$ cat config.mk
export PLATFORM = sky130hd
export DESIGN_NAME = tx_symbol_mapper_flat
export DESIGN_NICKNAME = d
export VERILOG_FILES = /design/src/rtl/tx_symbol_mapper_if.sv /design/src/rtl/tx_symbol_mapper.sv /design/src/flat_wrapper.sv
export SDC_FILE = /design/constraint.sdc
export NUM_CORES = 1
export LEC_CHECK = 0
export ABC_AREA = 1
export BUFFER_PORTS_ARGS = -buffer_cell sky130_fd_sc_hd__buf_2
export CORE_ASPECT_RATIO = 0.8
export CORE_MARGIN = 3
export CORE_UTILIZATION = 28
export CTS_BUF_LIST = sky130_fd_sc_hd__clkbuf_8
export CTS_CLUSTER_SIZE = 14
export DETAILED_ROUTE_END_ITERATION = 16
export SLEW_MARGIN = 20
export SYNTH_ARGS = -nofsm -noshare
export SYNTH_HDL_FRONTEND = slang
export SYNTH_SLANG_ARGS = --single-unit
$ cat constraint.sdc
create_clock -name clk -period 2.9 [get_ports clk]
set_input_delay 0.58 -clock clk [delete_from_list [all_inputs] [get_ports clk]]
set_output_delay 0.58 -clock clk [all_outputs]
set_load 0.05 [all_outputs]
$ cat src/rtl/tx_symbol_mapper_if.sv
// AXI-Stream bit-beat bus between the Tx data source and the symbol mapper.
// tuser selects BPSK (1) or QPSK (0) for each beat.
interface tx_symbol_mapper_if #(
    parameter int BYTES = 1
);
    logic [BYTES*8-1:0] s_tdata;
    logic               s_tvalid;
    logic               s_tready;
    logic               s_tlast;
    logic               s_tuser;

    modport master (
        output s_tdata,
        output s_tvalid,
        output s_tlast,
        output s_tuser,
        input  s_tready
    );

    modport slave (
        input  s_tdata,
        input  s_tvalid,
        input  s_tlast,
        input  s_tuser,
        output s_tready
    );
endinterface

$ cat src/rtl/tx_symbol_mapper.sv
// Maps each accepted AXIS beat to a BPSK/QPSK I/Q symbol held for SYM_CYCLES clocks,
// pacing upstream so exactly one beat is taken per symbol period.
module tx_symbol_mapper #(
    parameter int BYTES      = 1,
    parameter int SYM_CYCLES = 8,
    parameter int OUT_W      = 12,
    parameter int AMP        = 1448
) (
    input  logic                    clk,
    input  logic                    rst_n,
    tx_symbol_mapper_if.slave       axis,
    output logic signed [OUT_W-1:0] i_out,
    output logic signed [OUT_W-1:0] q_out,
    output logic                    sym_start,
    output logic                    is_bpsk_out,
    output logic                    frame_end,
    output logic                    underflow
);

    localparam int CNT_W = $clog2(SYM_CYCLES);
    localparam logic [CNT_W-1:0] CNT_LAST = CNT_W'(SYM_CYCLES - 1);
    localparam logic signed [OUT_W-1:0] AMP_POS = OUT_W'(AMP);
    localparam logic signed [OUT_W-1:0] AMP_NEG = OUT_W'(-AMP);

    typedef enum logic {IDLE, SYM} state_t;

    state_t                  state_reg,    state_next;
    logic [CNT_W-1:0]        cnt_reg,      cnt_next;
    logic signed [OUT_W-1:0] i_reg,        i_next;
    logic signed [OUT_W-1:0] q_reg,        q_next;
    logic                    bpsk_reg,     bpsk_next;
    logic                    start_reg,    start_next;
    logic                    fend_reg,     fend_next;
    logic                    uf_reg,       uf_next;
    logic                    in_frame_reg, in_frame_next;
    // Keeps s_tready low until the first clock after reset release.
    logic                    live_reg;

    logic                    period_end;
    logic                    accept;
    logic signed [OUT_W-1:0] bit_amp [2];
    logic                    unused_tdata;

    assign unused_tdata = ^axis.s_tdata;
    assign period_end   = (cnt_reg == CNT_LAST);
    assign accept       = axis.s_tvalid & axis.s_tready;

    // Bit 0 maps to +AMP, bit 1 to -AMP; index 1 feeds I, index 0 feeds Q.
    generate
        for (genvar gi = 0; gi < 2; gi++) begin : g_map
            assign bit_amp[gi] = axis.s_tdata[gi] ? AMP_NEG : AMP_POS;
        end
    endgenerate

    always_ff @(posedge clk or negedge rst_n) begin
        if (!rst_n) begin
            state_reg    <= IDLE;
            cnt_reg      <= '0;
            i_reg        <= '0;
            q_reg        <= '0;
            bpsk_reg     <= 1'b0;
            start_reg    <= 1'b0;
            fend_reg     <= 1'b0;
            uf_reg       <= 1'b0;
            in_frame_reg <= 1'b0;
            live_reg     <= 1'b0;
        end else begin
            state_reg    <= state_next;
            cnt_reg      <= cnt_next;
            i_reg        <= i_next;
            q_reg        <= q_next;
            bpsk_reg     <= bpsk_next;
            start_reg    <= start_next;
            fend_reg     <= fend_next;
            uf_reg       <= uf_next;
            in_frame_reg <= in_frame_next;
            live_reg     <= 1'b1;
        end
    end

    always_comb begin
        state_next    = state_reg;
        cnt_next      = cnt_reg;
        i_next        = i_reg;
        q_next        = q_reg;
        bpsk_next     = bpsk_reg;
        in_frame_next = in_frame_reg;
        start_next    = 1'b0;
        fend_next     = 1'b0;
        uf_next       = 1'b0;

        unique case (state_reg)
            IDLE: state_next = accept ? SYM : IDLE;
            SYM:  state_next = (period_end && !accept) ? IDLE : SYM;
            default: state_next = IDLE;
        endcase

        if (accept) begin
            cnt_next      = '0;
            i_next        = bit_amp[1];
            q_next        = axis.s_tuser ? '0 : bit_amp[0];
            bpsk_next     = axis.s_tuser;
            start_next    = 1'b1;
            fend_next     = axis.s_tlast;
            in_frame_next = ~axis.s_tlast;
        end else if (state_reg == SYM) begin
            if (period_end) begin
                // Starved at the end of a period: drop to zero output.
                cnt_next  = '0;
                i_next    = '0;
                q_next    = '0;
                bpsk_next = 1'b0;
                uf_next   = in_frame_reg;
            end else begin
                cnt_next = cnt_reg + CNT_W'(1);
            end
        end
    end

    always_comb begin
        axis.s_tready = live_reg & ((state_reg == IDLE) | period_end);
        i_out         = i_reg;
        q_out         = q_reg;
        is_bpsk_out   = bpsk_reg;
        sym_start     = start_reg;
        frame_end     = fend_reg;
        underflow     = uf_reg;
    end

endmodule

$ cat src/flat_wrapper.sv
// flat-port wrapper written by rule: the top's interface ports become plain ports
module tx_symbol_mapper_flat 
#(
    parameter int BYTES      = 1,
    parameter int SYM_CYCLES = 8,
    parameter int OUT_W      = 12,
    parameter int AMP        = 1448
)
  (clk, rst_n, i_out, q_out, sym_start, is_bpsk_out, frame_end, underflow, axis_s_tdata, axis_s_tvalid, axis_s_tlast, axis_s_tuser, axis_s_tready);
  tx_symbol_mapper_if #(.BYTES(BYTES)) axis_i ();
  input  logic clk;
  input  logic rst_n;
  output logic signed [OUT_W-1:0] i_out;
  output logic signed [OUT_W-1:0] q_out;
  output logic sym_start;
  output logic is_bpsk_out;
  output logic frame_end;
  output logic underflow;
  input wire logic [$bits(axis_i.s_tdata)-1:0] axis_s_tdata;
  input wire logic [$bits(axis_i.s_tvalid)-1:0] axis_s_tvalid;
  input wire logic [$bits(axis_i.s_tlast)-1:0] axis_s_tlast;
  input wire logic [$bits(axis_i.s_tuser)-1:0] axis_s_tuser;
  output wire logic [$bits(axis_i.s_tready)-1:0] axis_s_tready;
  assign axis_i.s_tdata = axis_s_tdata;
  assign axis_i.s_tvalid = axis_s_tvalid;
  assign axis_i.s_tlast = axis_s_tlast;
  assign axis_i.s_tuser = axis_s_tuser;
  assign axis_s_tready = axis_i.s_tready;
  tx_symbol_mapper #(.BYTES(BYTES), .SYM_CYCLES(SYM_CYCLES), .OUT_W(OUT_W), .AMP(AMP)) u_core (.clk(clk), .rst_n(rst_n), .axis(axis_i), .i_out(i_out), .q_out(q_out), .sym_start(sym_start), .is_bpsk_out(is_bpsk_out), .frame_end(frame_end), .underflow(underflow));
endmodule
### Word level (Yosys, flattened, before mapping)

Cells that the tools add are included.
W data, S select, Z words.

* bits of input ports: 13
* logic and storage cells: 42
* flip-flop bits (word level): 34

* muxes and demuxes: 20
* bitwise logic cells: 5
* equality and inequality tests: 1
* add/sub/neg operators: 1
* reduce and logical (&&, ||, !) cells: 5

Operator list (count)
* $mux W12: 7
* $mux W1: 9
* $mux W3: 3
* $reduce_bool A2 Y1: 2
* $add A3 B1 Y3 const B: 1
* $eq A3 B3 Y1 const B: 1
* $and A1 B1 Y1: 2
* $not A1 Y1: 2
* $pmux W1 S2: 1
* $reduce_and A2 Y1: 1
* $logic_and A1 B1 Y1: 1
* $logic_not A1 Y1: 1
* $or A1 B1 Y1: 1

### Logic depth before layout (Yosys ltp)

* depth in word-level cells: 8
* mapped depth: 8

### Least setup slack after synthesis

Ideal clock, no wire load.

* kind: register to output
* from: register u_core.cnt_reg[0]
* to: output axis_s_tready
* setup slack: 854 ps
* data arrival time: 1466 ps
* buffers on the path: 0
* cell stages (with the launch flop): 7
* path through: dfrtp_1 > ha_1 > ha_1 > inv_1 > nand2_4 > inv_1 > nor2_1

* word-level cells in the longest chain between the ends: 3

Ends and longest elaborated chain
* from (decl): RTL line tx_symbol_mapper.sv:28 `logic [CNT_W-1:0] cnt_reg, cnt_next;`
* from (signal assigned): RTL line tx_symbol_mapper.sv:69 `cnt_reg <= cnt_next;`
* $eq A3 B3 Y1: RTL line tx_symbol_mapper.sv:45 `assign period_end = (cnt_reg == CNT_LAST);`
* $or A1 B1 Y1: RTL line tx_symbol_mapper.sv:121 `axis.s_tready = live_reg & ((state_reg == IDLE) | period_end);`
* $and A1 B1 Y1: RTL line tx_symbol_mapper.sv:121
* to (decl): RTL line flat_wrapper.sv:23 `output wire logic [$bits(axis_i.s_tready)-1:0] axis_s_tready;`

No other way between the ends.

### Worst setup path in the final report

Same ends and word-level chain as after synthesis.

==> results.txt <==
Synthesis handed over a netlist of 94 instances. Kind of path behind the tightest hold check: in2async. The repair_antennas step left the layout with diodes totalling 0.

The number of fill cells was 302. For the global routing met2 resource utilization, the log shows 0.1256. The overall global routing resource usage was 0.07200; the post-route minimum period was 2.097 ns. The logs give 254.0 um^2 for the area of the multi-input gates and 0 for the final number of setup-violating endpoints. The logs give 0.4798 for the sequential-to-total area share from yosys stat and 0.0009522 ns for the worst clock skew on the final layout.

The routed layout has 591 vias. The total number of H-tree levels is 1, and the required time at the endpoint of the critical path is 2.32 ns. Measured along the x axis, the die boundary spans 67.04 um. The tightest hold path in the finished design has a slack of 0.2376 ns. The cell area that synthesis handed to floorplanning was 834.6 um^2. Summing all flip-flop and latch instances after layout gives 400.4 um^2. Compound-cell area share of the yosys netlist: 0.005997. Timing analysis after detailed placement gives a worst setup slack of 1.061 ns. The routed design has 1327 um of wire.

For the number of core rows, the log shows 17. After legalization and detailed placement, the total HPWL measured 1023 um. The share of post-route cells with drive strength above 1 works out to 0.3186.

The number of nets at the end of the flow was 129; the antenna violation net count after detailed routing was 0. The final weighted congestion of routability-driven global placement is 0.7363. The mux share of post-synthesis cell area was 0. The core region is 2808 um^2. The logs give 437 for the number of global-route vias before repair and 0 for the number of maximum-capacitance constraint violations.

The starting utilization of the core area was 0.2972; the overall overflow remaining after global route was 0. In this run, post-CTS hold repair placed 0 buffers. For the worst setup path, the data arrival time is 1.52 ns. The number of I/O pins was 42; the post-route fraction of the period consumed by the critical path was 0.7232. The async set-reset flop share out of synthesis was 1.000; the count of port buffers added during placement was 29. The run gives 0.03080 as the met3 track utilization from global routing. For the global-route met1 utilization, the log shows 0.07347. The commonest register cell after synthesis was sky130_fd_sc_hd__dfrtp_1.

The detailed router finished its first iteration with 17 violations. Of all nets on the critical path, the largest fanout is 8. After detailed routing, the number of vias per cell comes to 3.914. The residual DRC count is 0.

The highest achievable clock rate is 476.8 MHz, and the adder-cell share of the synthesized area is 0.02999. The number of buffers created by CTS is 3. The count of endpoints failing hold in the final timing report is 0, and the number of pins with negative max-slew slack in the final report is 0.

The combinational family with the most area after synthesis was buffers and inverters. The setup slack of the critical path after layout was 0.8028 ns. The critical path in this run is classified as reg2out.

After global routing, the most crowded layer is met2. The utilization after layout is 0.3387. The worst register-to-register path begins at u_core.cnt_reg[0].

In this run, synthesis inferred 0 flip-flops with an integrated enable. The startpoint of the most critical setup path is u_core.cnt_reg[0]. TritonCTS built the clock tree. For the final routed database, the setup TNS stands at 0 ns. The endpoint identified for the worst register-to-register timing path is u_core.i_out[10]. Across all register-to-register paths, the minimum setup slack is 1.51 ns. The tools report the buffers inserted during post-CTS setup optimization as 0. The flow ran to the end, and the final reports show no timing, DRC or antenna violations.

The mean cell area of the mapped netlist is 8.878 um^2, and the number of sinks driven by the clock tree is 16. The run gives 0 as the number of antenna violations at the first check in global routing. The post-synthesis share of cell area spent on xor and xnor gates came out at 0. The layout overhead on the synthesized area was 13.94%; the die area was 3676 um^2. The standard cell with the maximum stage delay on the critical path is sky130_fd_sc_hd__dfrtp_1. CTS placed an instance of sky130_fd_sc_hd__clkbuf_8 at the clock tree root. The number of cells on the worst reg-to-reg path is 8, and the number of synthesized register bits is 16.

Traced cell by cell, the critical path runs through ha_1 -> ha_1 -> inv_1 -> nand2_4 -> inv_1 -> nor2_1 -> buf_2. The area share of and/or/nand/nor cells after synthesis came out at 0.2369. Setup repair after global routing left no endpoint under its margin. The run gives 0.24 ns as the insertion delay of the later-clocked pin in the worst-skew pair.

Sort of element at the end of the critical path: an output pin. For this run, the slowest stage of the critical path takes 0.39 ns. The first global-routing pass estimated 1890 um of wire.

The floorplan step set the die height to 54.83 um. The clock transition at the register clock pins on the worst setup and hold paths after CTS came out at 0.06 ns. Entering global routing, the biggest net connects 17 pins.

The clock passes through at most 2 buffers. The run gives 15 as the number of different library cells in the post-synthesis netlist. The pre-antenna-repair detailed-routing pass consisted of 3 iterations.

The final routed wire length divided by cell count works out to 8.788 um. The most critical setup path has its endpoint at axis_s_tready. The tools report the launching element type of the critical path as a flop. The logs give 0 for the yosys synthesis warning count and 0 for the number of gates resized after CTS.
==> cell families (layout without fill, tap and decap cells) <==
group | count (synthesis) | in the layout
AO/OA/AOI/OAI | 1 | 1
adder cells (fa/ha/maj) | 2 | 2
buffers and inverters | 32 | 46
flip-flops | 16 | 16
other | 2 | 7
AND/OR/NAND/NOR | 41 | 41
==> metrics by stage <==
stage          cell area [um^2]  cells
6_report                  950.9    151
3_5_place_dp              895.9    147
3_3_place_gp              895.9    147
2_1_floorplan             853.3     99
5_1_grt                   950.9    151
4_1_cts                   950.9    151
==> critical path, delay by kind of cell (launching register included) <==
kind / cells / cell delay (ns)
adder cells (fa/ha/maj): 2 / 0.40
flip-flops: 1 / 0.39
buffers and inverters: 3 / 0.36
AND/OR/NAND/NOR: 2 / 0.13
==> layout make-up <==
| class | instances | share of cell area |
|---|---|---|
| clock buffers | 4 | 0.05789 |
| inverters | 13 | 0.05132 |
| multi-input cells | 51 | 0.2671 |
| flip-flops and latches | 16 | 0.4211 |
| well taps | 38 | 0.05000 |
| repair buffers | 29 | 0.1526 |
==> synth_stat cells, types with 2 or more instances <==
library cell | number | area (um^2)
sky130_fd_sc_hd__conb_1 | 2 | 7.510
sky130_fd_sc_hd__nor2_1 | 4 | 15.01
sky130_fd_sc_hd__nand2_1 | 24 | 90.09
sky130_fd_sc_hd__inv_1 | 13 | 48.80
sky130_fd_sc_hd__buf_4 | 18 | 135.1
sky130_fd_sc_hd__ha_1 | 2 | 25.02
sky130_fd_sc_hd__nand4_1 | 4 | 25.02
sky130_fd_sc_hd__nand3_1 | 5 | 25.02
sky130_fd_sc_hd__dfrtp_1 | 16 | 400.4
==> how the worst min path moves through the flow <==
| stage | startpoint | to | cells after the start |
|---|---|---|---|
| after floorplan | rst_n | u_core.cnt_reg[0] | 0 |
| after global routing | rst_n | u_core.i_out[10] | 1 |
| final | rst_n | u_core.sym_start | 1 |
| after global placement | u_core.i_out[3] | u_core.i_out[3] | 2 |
| after CTS | rst_n | u_core.i_out[3] | 1 |
| after detailed placement | u_core.i_out[3] | u_core.i_out[3] | 2 |
==> cells in the final DEF, fill, tap and decap left out, drive strengths merged <==
cell type | netlist | layout
dfrtp | 16 | 16
ha | 2 | 2
nand3 | 6 | 6
nand3b | 1 | 1
clkbuf | 0 | 4
conb | 2 | 7
nor2 | 4 | 4
inv | 13 | 13
nand4 | 4 | 4
o21ai | 1 | 1
nand2 | 25 | 25
or2 | 1 | 1
buf | 19 | 29
==> per-layer routing <==
metal | wire (um) | up-vias
li1 | - | 304
met1 | 553 | 263
met2 | 646 | 22
met3 | 121 | 2
met4 | 5 | 0
met5 | 0 | -
Power is left out: the tool's default activity adds up to more than one toggle a clock period on the data nets, which glitch-free logic cannot reach.
